--- src/rtl/apb_slave_regbank.sv ---
// APB4 completer register bank: ID register, saturating error counter and byte-strobed storage,
// with a per-transfer wait-state count sampled during SETUP.
module apb_slave_regbank #(
   parameter int unsigned ADDR_WIDTH = 8,
   parameter int unsigned DATA_WIDTH = 32,
   parameter int unsigned NUM_REGS   = 16,
   parameter logic [DATA_WIDTH-1:0] ID_VALUE = 'hA5B0_0001
) (
   input  logic                    pclk,
   input  logic                    preset,
   input  logic                    psel,
   input  logic                    penable,
   input  logic                    pwrite,
   input  logic [ADDR_WIDTH-1:0]   paddr,
   input  logic [DATA_WIDTH-1:0]   pwdata,
   input  logic [DATA_WIDTH/8-1:0] pstrb,
   input  logic [3:0]              wait_cfg,
   output logic                    pready,
   output logic [DATA_WIDTH-1:0]   prdata,
   output logic                    pslverr
);

   localparam int unsigned IdxW  = $clog2(NUM_REGS);
   localparam int unsigned StrbW = DATA_WIDTH / 8;

   typedef enum logic [0:0] {StIdle, StAccess} state_e;

   state_e                  state_q, state_d;
   logic [3:0]              cnt_q, cnt_d;
   logic [ADDR_WIDTH-1:0]   addr_q;
   logic                    write_q;
   logic [DATA_WIDTH-1:0]   wdata_q;
   logic [StrbW-1:0]        strb_q;
   logic [DATA_WIDTH-1:0]   err_cnt_q;
   logic [DATA_WIDTH-1:0]   regs_q [NUM_REGS];

   logic                    setup;
   logic                    last;
   logic                    done;
   logic [IdxW-1:0]         idx;
   logic                    misaligned;
   logic                    out_of_range;
   logic                    ro_write;
   logic                    err;
   logic [DATA_WIDTH-1:0]   rd_val;

   // psel with penable in IDLE is a protocol violation and is not treated as SETUP
   assign setup = (state_q == StIdle) && psel && !penable;

   // All decode works on the SETUP-captured address so mid-transfer bus changes are harmless
   assign idx          = addr_q[IdxW+1:2];
   assign misaligned   = addr_q[1:0] != 2'b00;
   assign out_of_range = (addr_q >> (IdxW + 2)) != '0;
   assign ro_write     = write_q && (idx[IdxW-1:1] == '0);
   assign err          = misaligned || out_of_range || ro_write;

   assign last = (state_q == StAccess) && psel && (cnt_q == 4'd0);
   assign done = last && penable;

   always_comb begin
      rd_val = regs_q[idx];
      if (idx == IdxW'(0)) begin
         rd_val = ID_VALUE;
      end else if (idx == IdxW'(1)) begin
         rd_val = err_cnt_q;
      end
   end

   always_comb begin
      pready  = last;
      pslverr = last && err;
      prdata  = '0;
      if (last && !write_q && !err) begin
         prdata = rd_val;
      end
   end

   always_comb begin
      state_d = state_q;
      cnt_d   = cnt_q;
      case (state_q)
         StIdle: begin
            if (setup) begin
               state_d = StAccess;
               cnt_d   = wait_cfg;
            end
         end
         StAccess: begin
            if (!psel) begin
               state_d = StIdle;
            end else if (cnt_q != 4'd0) begin
               cnt_d = cnt_q - 4'd1;
            end else if (penable) begin
               state_d = StIdle;
            end
         end
         default: state_d = StIdle;
      endcase
   end

   always_ff @(posedge pclk) begin
      if (preset) begin
         state_q   <= StIdle;
         cnt_q     <= 4'd0;
         addr_q    <= '0;
         write_q   <= 1'b0;
         wdata_q   <= '0;
         strb_q    <= '0;
         err_cnt_q <= '0;
         for (int i = 0; i < NUM_REGS; i++) begin
            regs_q[i] <= '0;
         end
      end else begin
         state_q <= state_d;
         cnt_q   <= cnt_d;
         if (setup) begin
            addr_q  <= paddr;
            write_q <= pwrite;
            wdata_q <= pwdata;
            strb_q  <= pstrb;
         end
         if (done && err && (err_cnt_q != '1)) begin
            err_cnt_q <= err_cnt_q + DATA_WIDTH'(1);
         end
         if (done && !err && write_q) begin
            for (int b = 0; b < StrbW; b++) begin
               if (strb_q[b]) begin
                  regs_q[idx][8*b +: 8] <= wdata_q[8*b +: 8];
               end
            end
         end
      end
   end

endmodule

--- config.mk ---
export PLATFORM = sky130hd
export DESIGN_NAME = apb_slave_regbank
export DESIGN_NICKNAME = d
export VERILOG_FILES = /design/src/rtl/apb_slave_regbank.sv
export SDC_FILE = /design/constraint.sdc
export NUM_CORES = 1
export LEC_CHECK = 0
export CAP_MARGIN = 10
export CELL_PAD_IN_SITES_DETAIL_PLACEMENT = 0
export CELL_PAD_IN_SITES_GLOBAL_PLACEMENT = 1
export CORE_ASPECT_RATIO = 1.75
export CORE_MARGIN = 2
export CORE_UTILIZATION = 47
export DETAILED_ROUTE_END_ITERATION = 10
export DONT_BUFFER_PORTS = 1
export PLACE_DENSITY = 0.75
export RECOVER_POWER = 25
export SLEW_MARGIN = 10
export SYNTH_ARGS = -nofsm -noshare
export SYNTH_HDL_FRONTEND = slang
export SYNTH_SLANG_ARGS = --single-unit
--- constraint.sdc ---
create_clock -name pclk -period 2.4 [get_ports pclk]
set_input_delay 0.12 -clock pclk [delete_from_list [all_inputs] [get_ports pclk]]
set_output_delay 0.12 -clock pclk [all_outputs]
set_load 0.02 [all_outputs]
Word level (Yosys, flattened, before mapping). Memory sizes are Yosys's and may differ from the RTL's. A register that Yosys moved wholly into a read port is not among the register bits. Cells that the tools add are included.

Flip-flop bits (word level): 82. Bits in writable memories: 512. Output and inout port bits: 34. Memories kept: 1.

Memory list: regs_q (depth 16, bits a word 32, read ports 1, clocked after Yosys merged registers in 1, wr ports 16, line 35) `logic [DATA_WIDTH-1:0] regs_q [NUM_REGS];`.

Add/subtract/negate cells: 2. Equality and inequality tests: 5. Mux-type cells: 35. Bitwise operators: 1. Reduce and logical (&&, ||, !) cells: 26.

Operator list (number): $mux W32 (4); $add A32 B1 Y32 const B (1); $ne A32 B32 Y1 const B (1); $reduce_or A32 Y1 (1); $mux W4 (7); $mux W1 (22); $logic_and A1 B1 Y1 (13); $logic_not A4 Y1 (2); $pmux W4 S2 (1); $reduce_bool A8 Y1 (1); $eq A4 B1 Y1 const B (1); $ne A2 B2 Y1 const B (2); $reduce_bool A4 Y1 (1); $sub A4 B1 Y4 const B (1); $logic_not A1 Y1 (3); $logic_not A3 Y1 (1); $reduce_and A3 Y1 (1); $logic_or A1 B1 Y1 (2); $ne A2 B1 Y1 const B (1); $pmux W1 S2 (1); $reduce_bool A2 Y1 (1); $not A1 Y1 (1).

Longest topological paths before layout. Gate-level depths: netlist of run 1.

Depth in word-level cells: 11. Depth in mapped cells: 9. Depth with buffers taken out: 7.

Worst setup path after synthesis of run 1. OpenSTA, ideal clock, no wires.

Path type: flip-flop to flip-flop. Start point: register addr_q[4]. End point: register err_cnt_q[10]. Setup time: 0.070 ns. Data arrival time: 2.504 ns. Slack: -0.174 ns. Cell stages (with the launch flop): 8. Path buffers: 2. Clock period less this slack: 2.574 ns. Cell sequence: dfxtp_1 -> buf_2 -> or4b_4 -> a211oi_1 -> o211ai_1 -> clkbuf_1 -> or3_1 -> a21oi_1.

Longest elaborated chain between the ends: 5.

RTL lines: start: declaration (line 30) `logic [ADDR_WIDTH-1:0] addr_q;`; start signal: assignment (line 117) `addr_q <= paddr;`; $logic_not A3 Y1 (line 54) `assign ro_write = write_q && (idx[IdxW-1:1] == '0);`; $logic_and A1 B1 Y1 (line 54); $logic_or A1 B1 Y1 (line 55) `assign err = misaligned || out_of_range || ro_write;`; $logic_and A1 B1 Y1 (2 in a row) (line 122) `if (done && err && (err_cnt_q != '1)) begin`; end signal: assignment (line 123) `err_cnt_q <= err_cnt_q + DATA_WIDTH'(1);`; end: declaration (line 34) `logic [DATA_WIDTH-1:0] err_cnt_q;`.

No other way between the ends. A chain may end at the register's enable or synchronous reset.

==> results of run 1 <==
-- sequential cells by signal, indices dropped and copies added, names as in the netlist, named ones only --
name       count
regs_q       512
err_cnt_q     32
wdata_q       32
addr_q         8
cnt_q          4
strb_q         4
state_q        1
write_q        1
-- layer usage --
| layer | up-vias | global-route usage (%) | part of all wire, % |
|---|---|---|---|
| met5 | - | 0 | 0 |
| met2 | 456 | 43.8 | 55 |
| li1 | 7669 | - | - |
| met3 | 130 | 2.70 | 4.5 |
| met1 | 8340 | 25.4 | 36 |
| met4 | 0 | 9.33 | 3.8 |
-- area by class of cell --
type | instances | area [µm²] | area share (%)
sequential | 598 | 17100 | 52.1
multi-input combinational | 1296 | 10300 | 31.4
timing repair buffer | 257 | 2510 | 7.65
clock buffer | 67 | 1480 | 4.51
tap | 767 | 960 | 2.92
clock inverter | 34 | 459 | 1.40
inverter | 7 | 26.3 | 0.0800
-- synthesized netlist by cell type (all sizes together), types with 3 or more instances --
cell type / instances
or4: 11
mux2i: 39
or3: 17
nand2b: 4
a22o: 24
a21oi: 104
nand2: 110
nor4: 12
ha: 3
nor3: 12
and2: 450
edfxtp: 512
nand3: 23
nor2: 82
or2: 57
buf: 29
o31ai: 12
dfxtp: 86
mux4: 120
a211oi: 42
mux2: 10
clkbuf: 106
o21ai: 22
nand4: 11
nor2b: 40
and3: 5
and4: 8
inv: 7
-- power breakdown --
part / total [W] / internal [W] / switching, W / leakage (nW)
clock network: 0.00942 / 0.00557 / 0.00385 / 0.934
logic: 0.00155 / 0.000734 / 0.000812 / 4.84
registers: 0.0119 / 0.0116 / 0.000244 / 5.96
-- timing repair --
| action | CTS | global route |
|---|---|---|
| gates cloned | 1 | 5 |
| gates resized for setup | 114 | 96 |
| endpoints found under the hold margin | 446 | 365 |
| endpoints found under the setup margin | 32 | 697 |
| pin swaps | 18 | 43 |
| buffers inserted | 20 | 8 |
-- metrics by stage --
step                      hold slack (ns)  setup WS [ns]  cells  utilization (%)  TNS (ns)
after floorplan                     0.256       -0.00915   2036                -   -0.0402
after global placement              0.224        0.00612   2816             51.1         0
after detailed placement            0.220        0.00860   2816             51.1         0
after CTS                          -0.427         -0.465   3015             56.9    -12.50
after global routing               -0.387         -0.514   3026             57.6   -151.11
final                              -0.360         -0.460   3026             57.6    -63.46
-- worst paths after layout --
path | from | end | depth (start not counted)
setup / recovery | register | prdata[12] | 8
hold / removal | preset | regs_q[1][18] | 0
setup reg to reg | cnt_q[0] | regs_q[2][0] | 10
hold reg to reg | addr_q[0] | addr_q[0] | 2
-- layout by cell type (no fill, tap or decap), drive strengths merged, types with 12 or more instances in the layout --
master / synthesis / final
a211oi: 42 / 42
a21oi: 104 / 104
a22o: 24 / 24
and2: 450 / 450
buf: 29 / 169
clkbuf: 106 / 78
clkinv: 0 / 17
conb: 1 / 64
dfxtp: 86 / 86
dlygate4sd3: 0 / 77
edfxtp: 512 / 512
mux2i: 39 / 39
mux4: 120 / 120
nand2: 110 / 110
nand3: 23 / 23
nor2: 82 / 82
nor2b: 40 / 40
nor3: 12 / 12
nor4: 12 / 12
o21ai: 22 / 22
o31ai: 12 / 12
or2: 57 / 57
or3: 17 / 17
-- cell families after synthesis --
group | share of synthesized area (%)
and+or+nand+nor | 17.9
DFF | 63.1
AOI/OAI and AO/OA | 4.85
muxes | 11.8
buffers and inverters | 2.09
adders and majority gates | 0.139
xor gates and xnor gates | 0.0647
other | 0.0138
==> out/results.tsv, run 1 <==
stage	metric	value	unit
cts	CTS tree	done	
critical_path	kind of critical path	reg2out	
routing	router iterations before antenna repair	5	
outcome	failing checks	negative hold slack, negative setup slack	
logic_synthesis	number of synthesized flops with an enable pin	512	
power	leakage	11.7	nW
timing	f_max	0.350	GHz
die	CORE AREA	57000	µm²
placement	IO Port Bufs	0	
critical_path	Worst Setup Start Kind	register	
logic_synthesis	largest area contributor in the netlist	edfxtp_1	
timing	count of pins over their slew limit	0	
cts	hold_buf cts	77	
die	die height	322	µm
critical_path	Crit path required time	2.28	ns
routing	final WL	68.0	mm
routing	First DRT Iteration DRCs	976	
critical_path	critical path's top delay family	multiplexers	
cells_and_area	Area growth syn-to-layout	21.4	%
logic_synthesis	Async S/R FF share, synth	0	%
logic_synthesis	Synth cell types	44	
logic_synthesis	Synth Instances	1973	
routing	Final ANT Viol Nets	0	
critical_path	CP endpoint kind	output port	
cells_and_area	Fillers	4543	
cts	Root Driver	clkbuf_16	
timing	final period utilization	119	%
die	row cnt	116	
power	total power	0.0228	W
critical_path	worst-path fanout max	7	
global_route	gr usage total	23.0	%
critical_path	crit-path max cell delay	0.56	ns
timing	relative slew slack	44.3	%
timing	worst-case hold slack	-0.360	ns
placement	gpl congestion	0.887	
global_route	largest net degree at the start of global routing	206	
logic_synthesis	Synth Flop Type	edfxtp_1	
run	total of max-cap violations	0	
cts	CTS Buf Count	54	
logic_synthesis	syn avg cell area	13.7	µm²
logic_synthesis	synthesized area	27100	µm²
power	power per cell area	695	nW/µm²
critical_path	CP arrival	2.74	ns
min_path	Hold Path Class	in2reg	
timing	Final Hold Fails	130	
global_route	first-pass GRT wire length	102	mm
logic_synthesis	top cell type's share of synthesized area	56.8	%
routing	# DRC	0	
timing	Setup Skew	0.0321	ns
outcome	status	complete, but fails checks	
cts	Clock Path Buffers	3	
timing	Setup violations, final	700	
critical_path	CP max-delay cell	mux4_2	
cells_and_area	# diodes	0	
timing	Worst Tran Pin Value	0.835	ns
timing	RSZ-0062 raised after global routing	true	
routing	via count	16600	
die	Ports	87	
die	full die area	59600	µm²
placement	DP Wirelength	47.2	mm
timing	crit path time final	2.86	ns
critical_path	internal reg-to-reg setup slack	-0.22	ns
cts	Clock transition at path regs	0.07	ns
routing	Via density	5.48	
logic_synthesis	synth warn	0	
critical_path	cells along the critical path	buf_12, buf_12, clkbuf_16, mux4_2, mux2i_4, a21oi_2, a22o_1, buf_6	
cts	clock sinks	598	
global_route	initial antenna violation count	0	
timing	final worst slack	-0.460	ns
cts	worst-skew pair later-pin latency	0.60	ns
global_route	vias in the first global route	17600	
critical_path	most numerous cell on the critical path	buf_12	
routing	DR WL/cell	22.5	µm
cells_and_area	share of layout cells above drive strength 1	25.5	%
cts	H-tree depth	2	
cells_and_area	Finished Cell Area	32900	µm²
logic_synthesis	synth top area cells	edfxtp_1, and2_1, mux4_2, dfxtp_1, a21oi_1	
cells_and_area	layout net count	2270	
placement	placed instance area	29100	µm²
power	worst vdd ir	0.532	mV
logic_synthesis	Yosys reg bits	598	
die	Initial Util	47.5	%
critical_path	worst path bufs/invs	4	
global_route	gr ovfl total	0	
logic_synthesis	post-synthesis sequential area ratio	63.1	%
die	die width	185	µm
Power figures use the tool's default switching activity.
==> run 2: changes to the inputs <==
- ABC_AREA: not set -> 1
- CORE_UTILIZATION: 47 -> 45
- PLACE_DENSITY: 0.75 -> 0.77
==> run 2 against run 1 <==
  * The flow finishes with violations (negative setup slack)
  * Sequential power is essentially flat
  * Die area grew 4.8%
  * Sequential cell count is the same
  * Critical path depth grew 3
  * Register-to-register slack gained 0.13 ns
  * Setup slack gained 0.24 ns
  * Power grew 3.9%
  * Largest cell class unchanged
  * Highest routed layer unchanged
==> out/results.tsv, run 2 <==
stage	metric	value	unit	change
critical_path	CP endpoint kind	output port		
routing	First DRT Iteration DRCs	1743		+79%
logic_synthesis	synthesized area	27200	µm²	+0.43%
logic_synthesis	Synth top cells by count	nor2_1, edfxtp_1, nand2_1, o21ai_0, inv_1		
cells_and_area	most frequent cells in the layout	nor2_1, edfxtp_1, nand2_1		
global_route	gr ovfl total	0		unchanged
power	Reg power frac	49.8	%	-2.2 points
outcome	status	complete, but fails checks		
timing	Worst Tran Pin Value	1.28	ns	+0.449 ns
cells_and_area	Area growth syn-to-layout	26.4	%	
routing	Via density	5.57		+1.6%
cts	CTS tree	done		
global_route	first-pass GRT wire length	133	mm	+30%
cells_and_area	commonest non-fill, non-tap cell in the layout	nor2_1		
critical_path	cells along the critical path	buf_12, inv_16, bufbuf_16, nor2_1, nor2_1, o21ai_1, o211ai_1, nand3_1, nand3_2, nand2_2, inv_2		
timing	crit path time final	2.62	ns	-0.240 ns
logic_synthesis	cell with the most instances after synthesis	nor2_1		
die	row cnt	119		+2.6%
power	Combinational Power Share	12.4	%	+5.6 points
placement	IO Port Bufs	0		unchanged
cells_and_area	Top reg by flops	regs_q		
logic_synthesis	Synth cell types	33		-25%
cells_and_area	Top Registers	regs_q x512, err_cnt_q x32, wdata_q x32		
routing	# DRC	0		unchanged
timing	final period utilization	109	%	-10 points
cts	H-tree depth	2		unchanged
power	Internal Dissipation	0.0176	W	-1.7%
cells_and_area	share of layout cells above drive strength 1	20.2	%	-5.3 points
routing	DR WL/cell	22.9	µm	+2.1%
min_path	Hold Path Class	in2reg		
cts	Clock transition at path regs	0.07	ns	about the same
global_route	vias in the first global route	22300		+27%
timing	worst-case hold slack	0.120	ns	+0.480 ns
cells_and_area	# diodes	0		unchanged
cts	worst-skew pair later-pin latency	0.64	ns	+0.04 ns
routing	router iterations before antenna repair	8		+3
critical_path	CP max-delay cell	dfxtp_4		
placement	gpl congestion	0.927		+4.6%
timing	final worst slack	-0.220	ns	+0.240 ns
cts	clock sinks	598		unchanged
cells_and_area	max reg flops	512		unchanged
timing	RSZ-0062 raised after global routing	true		
critical_path	worst-path fanout max	15		+8
die	Ports	87		unchanged
routing	final WL	90.9	mm	+34%
global_route	gr usage total	29.0	%	+6.1 points
routing	highest metal used	met4		
die	die width	190	µm	+2.4%
logic_synthesis	top cell type's share of synthesized area	56.5	%	-0.25 points
logic_synthesis	post-synthesis sequential area ratio	62.9	%	-0.27 points
run	total of max-cap violations	0		unchanged
cts	CTS Buf Count	54		unchanged
global_route	initial antenna violation count	0		unchanged
critical_path	Worst Setup Start Kind	register		
power	Clk pwr share	37.8	%	-3.5 points
logic_synthesis	Async S/R FF share, synth	0	%	unchanged
cts	Clock Path Buffers	3		unchanged
placement	DP Wirelength	58.5	mm	+24%
cells_and_area	layout net count	3189		+40%
critical_path	Crit path required time	2.28	ns	about the same
logic_synthesis	largest area contributor in the netlist	edfxtp_1		
cells_and_area	sequential cell area	17100	µm²	about the same
cts	Root Driver	clkbuf_16		
routing	routed wl met3	5.21	mm	+71%
logic_synthesis	syn avg cell area	9.34	µm²	-32%
timing	Final Hold Fails	0		-100%
critical_path	r2r worst-path depth	11		+1
power	switching power	0.00610	W	+24%
power	Switching Share	25.7	%	+4.3 points
logic_synthesis	Yosys reg bits	598		unchanged
timing	relative slew slack	14.3	%	-30 points
die	full die area	62500	µm²	+4.8%
outcome	failing checks	negative setup slack		
global_route	largest net degree at the start of global routing	94		-54%
power	leakage	12.8	nW	+8.7%
routing	Final ANT Viol Nets	0		unchanged
logic_synthesis	number of synthesized flops with an enable pin	512		unchanged
die	CORE AREA	60000	µm²	+5.2%
placement	pre-CTS setup slack	-0.0981	ns	-0.107 ns
routing	met2 wire len	46.9	mm	+25%
die	die height	329	µm	+2.4%
logic_synthesis	synth warn	0		unchanged
timing	Setup violations, final	139		-80%
critical_path	most numerous cell on the critical path	nor2_1		
logic_synthesis	Synth Instances	2911		+48%
logic_synthesis	synth top area cells	edfxtp_1, nor2_1, dfxtp_1, o21ai_0, nand2_1		
timing	f_max	0.382	GHz	+9.2%
power	worst vdd ir	0.609	mV	+14%
routing	via count	22100		+33%
critical_path	crit-path max cell delay	0.39	ns	-0.17 ns
timing	Setup Skew	0.0228	ns	-0.00934 ns
cells_and_area	Multi-input gate area	10200	µm²	-0.72%
critical_path	kind of critical path	reg2out		
logic_synthesis	Synth Flop Type	edfxtp_1		
routing	metal1 wirelength	30.6	mm	+24%
die	Initial Util	45.3	%	-2.1 points
min_path	Hold Crit Depth	5		+5
critical_path	CP arrival	2.50	ns	-0.24 ns
cells_and_area	Fillers	5144		+13%
timing	count of pins over their slew limit	0		unchanged
power	power per cell area	690	nW/µm²	-0.71%
## run 2: worst paths after layout
path               startpoint        endpoint  slack [ns]
hold / removal           psel       addr_q[1]        0.12
setup reg to reg     cnt_q[0]  regs_q[11][24]       -0.09
hold reg to reg   wdata_q[13]     wdata_q[13]        0.46
setup / recovery     register      prdata[27]       -0.22
## run 2: final cells by class
type	count	share of cell area (%)
clock buffers	68	4.32
clock inverters	31	1.01
inverters	164	2.00
multi-input cells	2023	29.8
flip-flops and latches	598	49.8
well taps	786	2.86
repair buffers	291	10.2
repair inverters	1	0.0473
## run 2: cell families (layout without fill, tap and decap cells)
group           Yosys count  count (layout)  synth area share, %
compound gates          501             501                 10.2
xor+xnor                 17              17                0.547
simple gates           1438            1438                 21.2
flops                   598             598                 62.9
buf+inv                 353             555                 5.05
fa+ha+maj                 3               3                0.138
other cells               1              64               0.0138
## run 2: worst max-delay path: cells and delay by family (launching register included)
family / cells / cell delay (ns)
AOI/OAI and AO/OA: 2 / 0.33
and+or+nand+nor: 5 / 0.50
DFF: 1 / 0.39
buffers and inverters: 4 / 0.58
## run 2: metal layers
metal,global-route usage (%),vias up
met4,20.0,0
met5,0,-
met3,3.29,354
li1,-,10200
met2,54.0,967
met1,30.3,10600
## run 2: timing repair
item	in CTS	in global routing
hold endpoints to repair	160	0
pin swaps	75	62
setup endpoints to repair	144	553
hold buffers	58	0
buffers inserted	28	5
cloned	26	4
resized for setup	321	208
## run 2: stage by stage
stage          utilization (%)  total power, W  area [µm²]  std cells  TNS, ns
5_1_grt                   57.3          0.0244       34400       3962   -62.60
2_1_floorplan                -          0.0132       27400       2974        0
3_5_place_dp              48.7          0.0142       29200       3743    -7.73
4_1_cts                   56.0          0.0236       33600       3954    -4.62
3_3_place_gp              48.7          0.0141       29200       3743    -6.48
6_report                  57.3          0.0237       34400       3962    -8.90
## run 2: power groups by stage
stage                     Clock (W)  Sequential [W]  Combinational (W)
final                       0.00897          0.0118            0.00293
after global routing        0.00942          0.0118            0.00310
after CTS                   0.00903          0.0118            0.00278
after detailed placement          0          0.0120            0.00212
after global placement            0          0.0120            0.00210
after floorplan                   0          0.0120            0.00129
==> run 3: changes to the inputs <==
- CTS_BUF_LIST: not set -> sky130_fd_sc_hd__clkbuf_16
- TNS_END_PERCENT: not set -> 1
==> run 3 against run 2 <==
  * The run still ends with negative setup slack left
  * Register-to-register slack about the same
  * Cell area down 3.3%
  * Sequential share of layout area up 1.7 points
  * Global-route usage down 0.69 points
  * Via count down 1.6%
  * Setup slack better by 0.018 ns
  * Clock skew up 0.0035 ns
  * Non-clock buffer count down 24
  * Power down 2.1%
  * Clock power down 2.7%
  * Critical path type unchanged
  * Critical endpoint is now prdata[17]
==> out/results.tsv, run 3 (same netlist as run 2, synthesis figures left out) <==
stage	metric	value	unit	change
critical_path	crit-path max cell delay	0.38	ns	about the same
timing	RSZ-0062 raised after global routing	true		
die	row cnt	119		unchanged
placement	IO Port Bufs	0		unchanged
timing	Final Hold Fails	0		unchanged
critical_path	kind of critical path	reg2out		
die	die width	190	µm	unchanged
cells_and_area	layout net count	3165		-0.75%
power	power per cell area	699	nW/µm²	+1.3%
critical_path	most numerous cell on the critical path	buf_12		
cells_and_area	Area growth syn-to-layout	22.2	%	
cells_and_area	commonest non-fill, non-tap cell in the layout	nor2_1		
timing	Setup Skew	0.0263	ns	+0.00349 ns
critical_path	RR Endpoint	regs_q[11][26]		
placement	DP Wirelength	58.5	mm	unchanged
outcome	failing checks	negative setup slack		
cts	Root Driver	clkbuf_16		
run	total of max-cap violations	0		unchanged
cells_and_area	Top Registers	regs_q x512, err_cnt_q x32, wdata_q x32		
global_route	gr ovfl total	0		unchanged
critical_path	internal reg-to-reg setup slack	-0.08	ns	about the same
cts	worst-skew pair later-pin latency	0.64	ns	about the same
placement	pre-CTS setup slack	-0.0981	ns	unchanged
die	CORE AREA	60000	µm²	unchanged
global_route	largest net degree at the start of global routing	94		unchanged
global_route	vias in the first global route	22000		-1.3%
cells_and_area	utilization after layout	55.4	%	-1.9 points
critical_path	cells along the critical path	buf_6, buf_12, buf_12, o21ai_0, o211ai_1, nand3_1, nand3_2, nand2_2, inv_4		
die	Initial Util	45.3	%	unchanged
routing	# DRC	0		unchanged
timing	relative slew slack	22.5	%	+8.2 points
cts	Clock Path Buffers	3		unchanged
routing	final WL	87.8	mm	-3.4%
timing	crit path time final	2.60	ns	-0.0178 ns
routing	First DRT Iteration DRCs	1683		-3.4%
routing	DR WL/cell	22.3	µm	-2.8%
global_route	first-pass GRT wire length	130	mm	-2.2%
cts	clock sinks	598		unchanged
critical_path	CP endpoint kind	output port		
routing	Final ANT Viol Nets	0		unchanged
cells_and_area	# diodes	0		unchanged
timing	Worst Tran Pin Value	1.16	ns	-0.123 ns
cts	Clock transition at path regs	0.06	ns	about the same
timing	total negative setup slack	-9.61	ns	-0.710 ns
critical_path	r2r worst-path depth	13		+2
power	leakage	12.2	nW	-4.3%
routing	router iterations before antenna repair	5		-3
placement	gpl congestion	0.927		unchanged
cts	CTS tree	done		
die	die height	329	µm	unchanged
global_route	gr usage total	28.3	%	-0.69 points
cells_and_area	most frequent cells in the layout	nor2_1, edfxtp_1, nand2_1		
critical_path	Worst Setup Start Kind	register		
cells_and_area	Top reg by flops	regs_q		
timing	f_max	0.384	GHz	+0.69%
timing	Setup violations, final	166		+19%
timing	count of pins over their slew limit	0		unchanged
min_path	Hold Path Class	in2reg		
critical_path	CP arrival	2.48	ns	-0.02 ns
critical_path	worst-path fanout max	26		+11
cells_and_area	max reg flops	512		unchanged
cts	CTS Buf Count	54		unchanged
cts	H-tree depth	2		unchanged
timing	final period utilization	108	%	-0.74 points
die	full die area	62500	µm²	unchanged
critical_path	Crit path required time	2.28	ns	about the same
critical_path	worst setup path end	prdata[17]		
timing	final worst slack	-0.202	ns	+0.0178 ns
cells_and_area	share of layout cells above drive strength 1	17.9	%	-2.3 points
die	Ports	87		unchanged
routing	Via density	5.52		-0.96%
power	worst vdd ir	0.601	mV	-1.2%
global_route	initial antenna violation count	0		unchanged
critical_path	CP max-delay cell	o21ai_0		
critical_path	reg2reg start	addr_q[6]		
outcome	status	complete, but fails checks		
routing	via count	21700		-1.6%
==> run 3: changes by cell type in the layout (fill, tap and decap cells not counted), sizes merged <==
cell,before,now
buf,204,194
bufbuf,10,4
clkbuf,88,67
clkinv,18,19
inv,165,177
==> run 3: cell type report <==
cell class,instances,area [µm²]
Clock buffer,55,1380
Clock inverter,44,397
Fill cell,5280,26800
Inverter,164,668
Multi-Input combinational cell,2023,9830
Sequential cell,598,17100
Tap cell,786,983
Timing Repair Buffer,267,2850
Timing Repair inverter,1,8.76
==> run 3: metal layers <==
layer	GRT usage [%]	wire length, µm	share of wire [%]	up-vias
li1	-	-	-	10100
met1	29.6	29700	34	10400
met2	52.6	46000	52	904
met3	3.25	5200	5.9	293
met4	19.6	6860	7.8	0
met5	0	0	0	-
==> run 3: worst min-delay path by stage <==
stage / from / to / slack [ns] / depth (start not counted)
after floorplan: paddr[1] / addr_q[1] / 0.25 / 2
after global placement: preset / state_q / 0.21 / 1
after detailed placement: preset / state_q / 0.21 / 1
after CTS: psel / addr_q[1] / 0.03 / 5
after global routing: preset / regs_q[5][21] / 0.05 / 4
final: psel / addr_q[1] / 0.06 / 5
==> run 3: through the flow <==
stage	power (W)	instances	hold slack, ns	area [µm²]
3_5_place_dp	0.0142	3743	0.213	29200
4_1_cts	0.0232	3938	0.0262	33000
3_3_place_gp	0.0141	3743	0.213	29200
6_report	0.0232	3938	0.0597	33200
2_1_floorplan	0.0132	2974	0.255	27400
5_1_grt	0.0239	3938	0.0550	33200
==> run 3: where the power goes <==
| group | total [W] | leakage [nW] | internal (W) | switching [W] |
|---|---|---|---|---|
| registers | 0.0118 | 5.95 | 0.0117 | 0.000153 |
| logic | 0.00268 | 5.37 | 0.000842 | 0.00184 |
| clock network | 0.00873 | 0.886 | 0.00475 | 0.00398 |
==> run 3: critical path: cells and delay by family (launching register included) <==
family / cells / cell delay, ns
buffers and inverters: 4 / 0.50
and+or+nand+nor: 3 / 0.39
DFF: 1 / 0.36
AOI/OAI and AO/OA: 2 / 0.58
==> run 3: repair_timing <==
action | CTS | global route
hold buffers | 58 | 0
pin swaps | 53 | 23
endpoints found under the setup margin | 144 | 550
gates cloned | 15 | 0
hold endpoints to repair | 160 | 0
buffers inserted | 23 | 0
resized for setup | 244 | 120
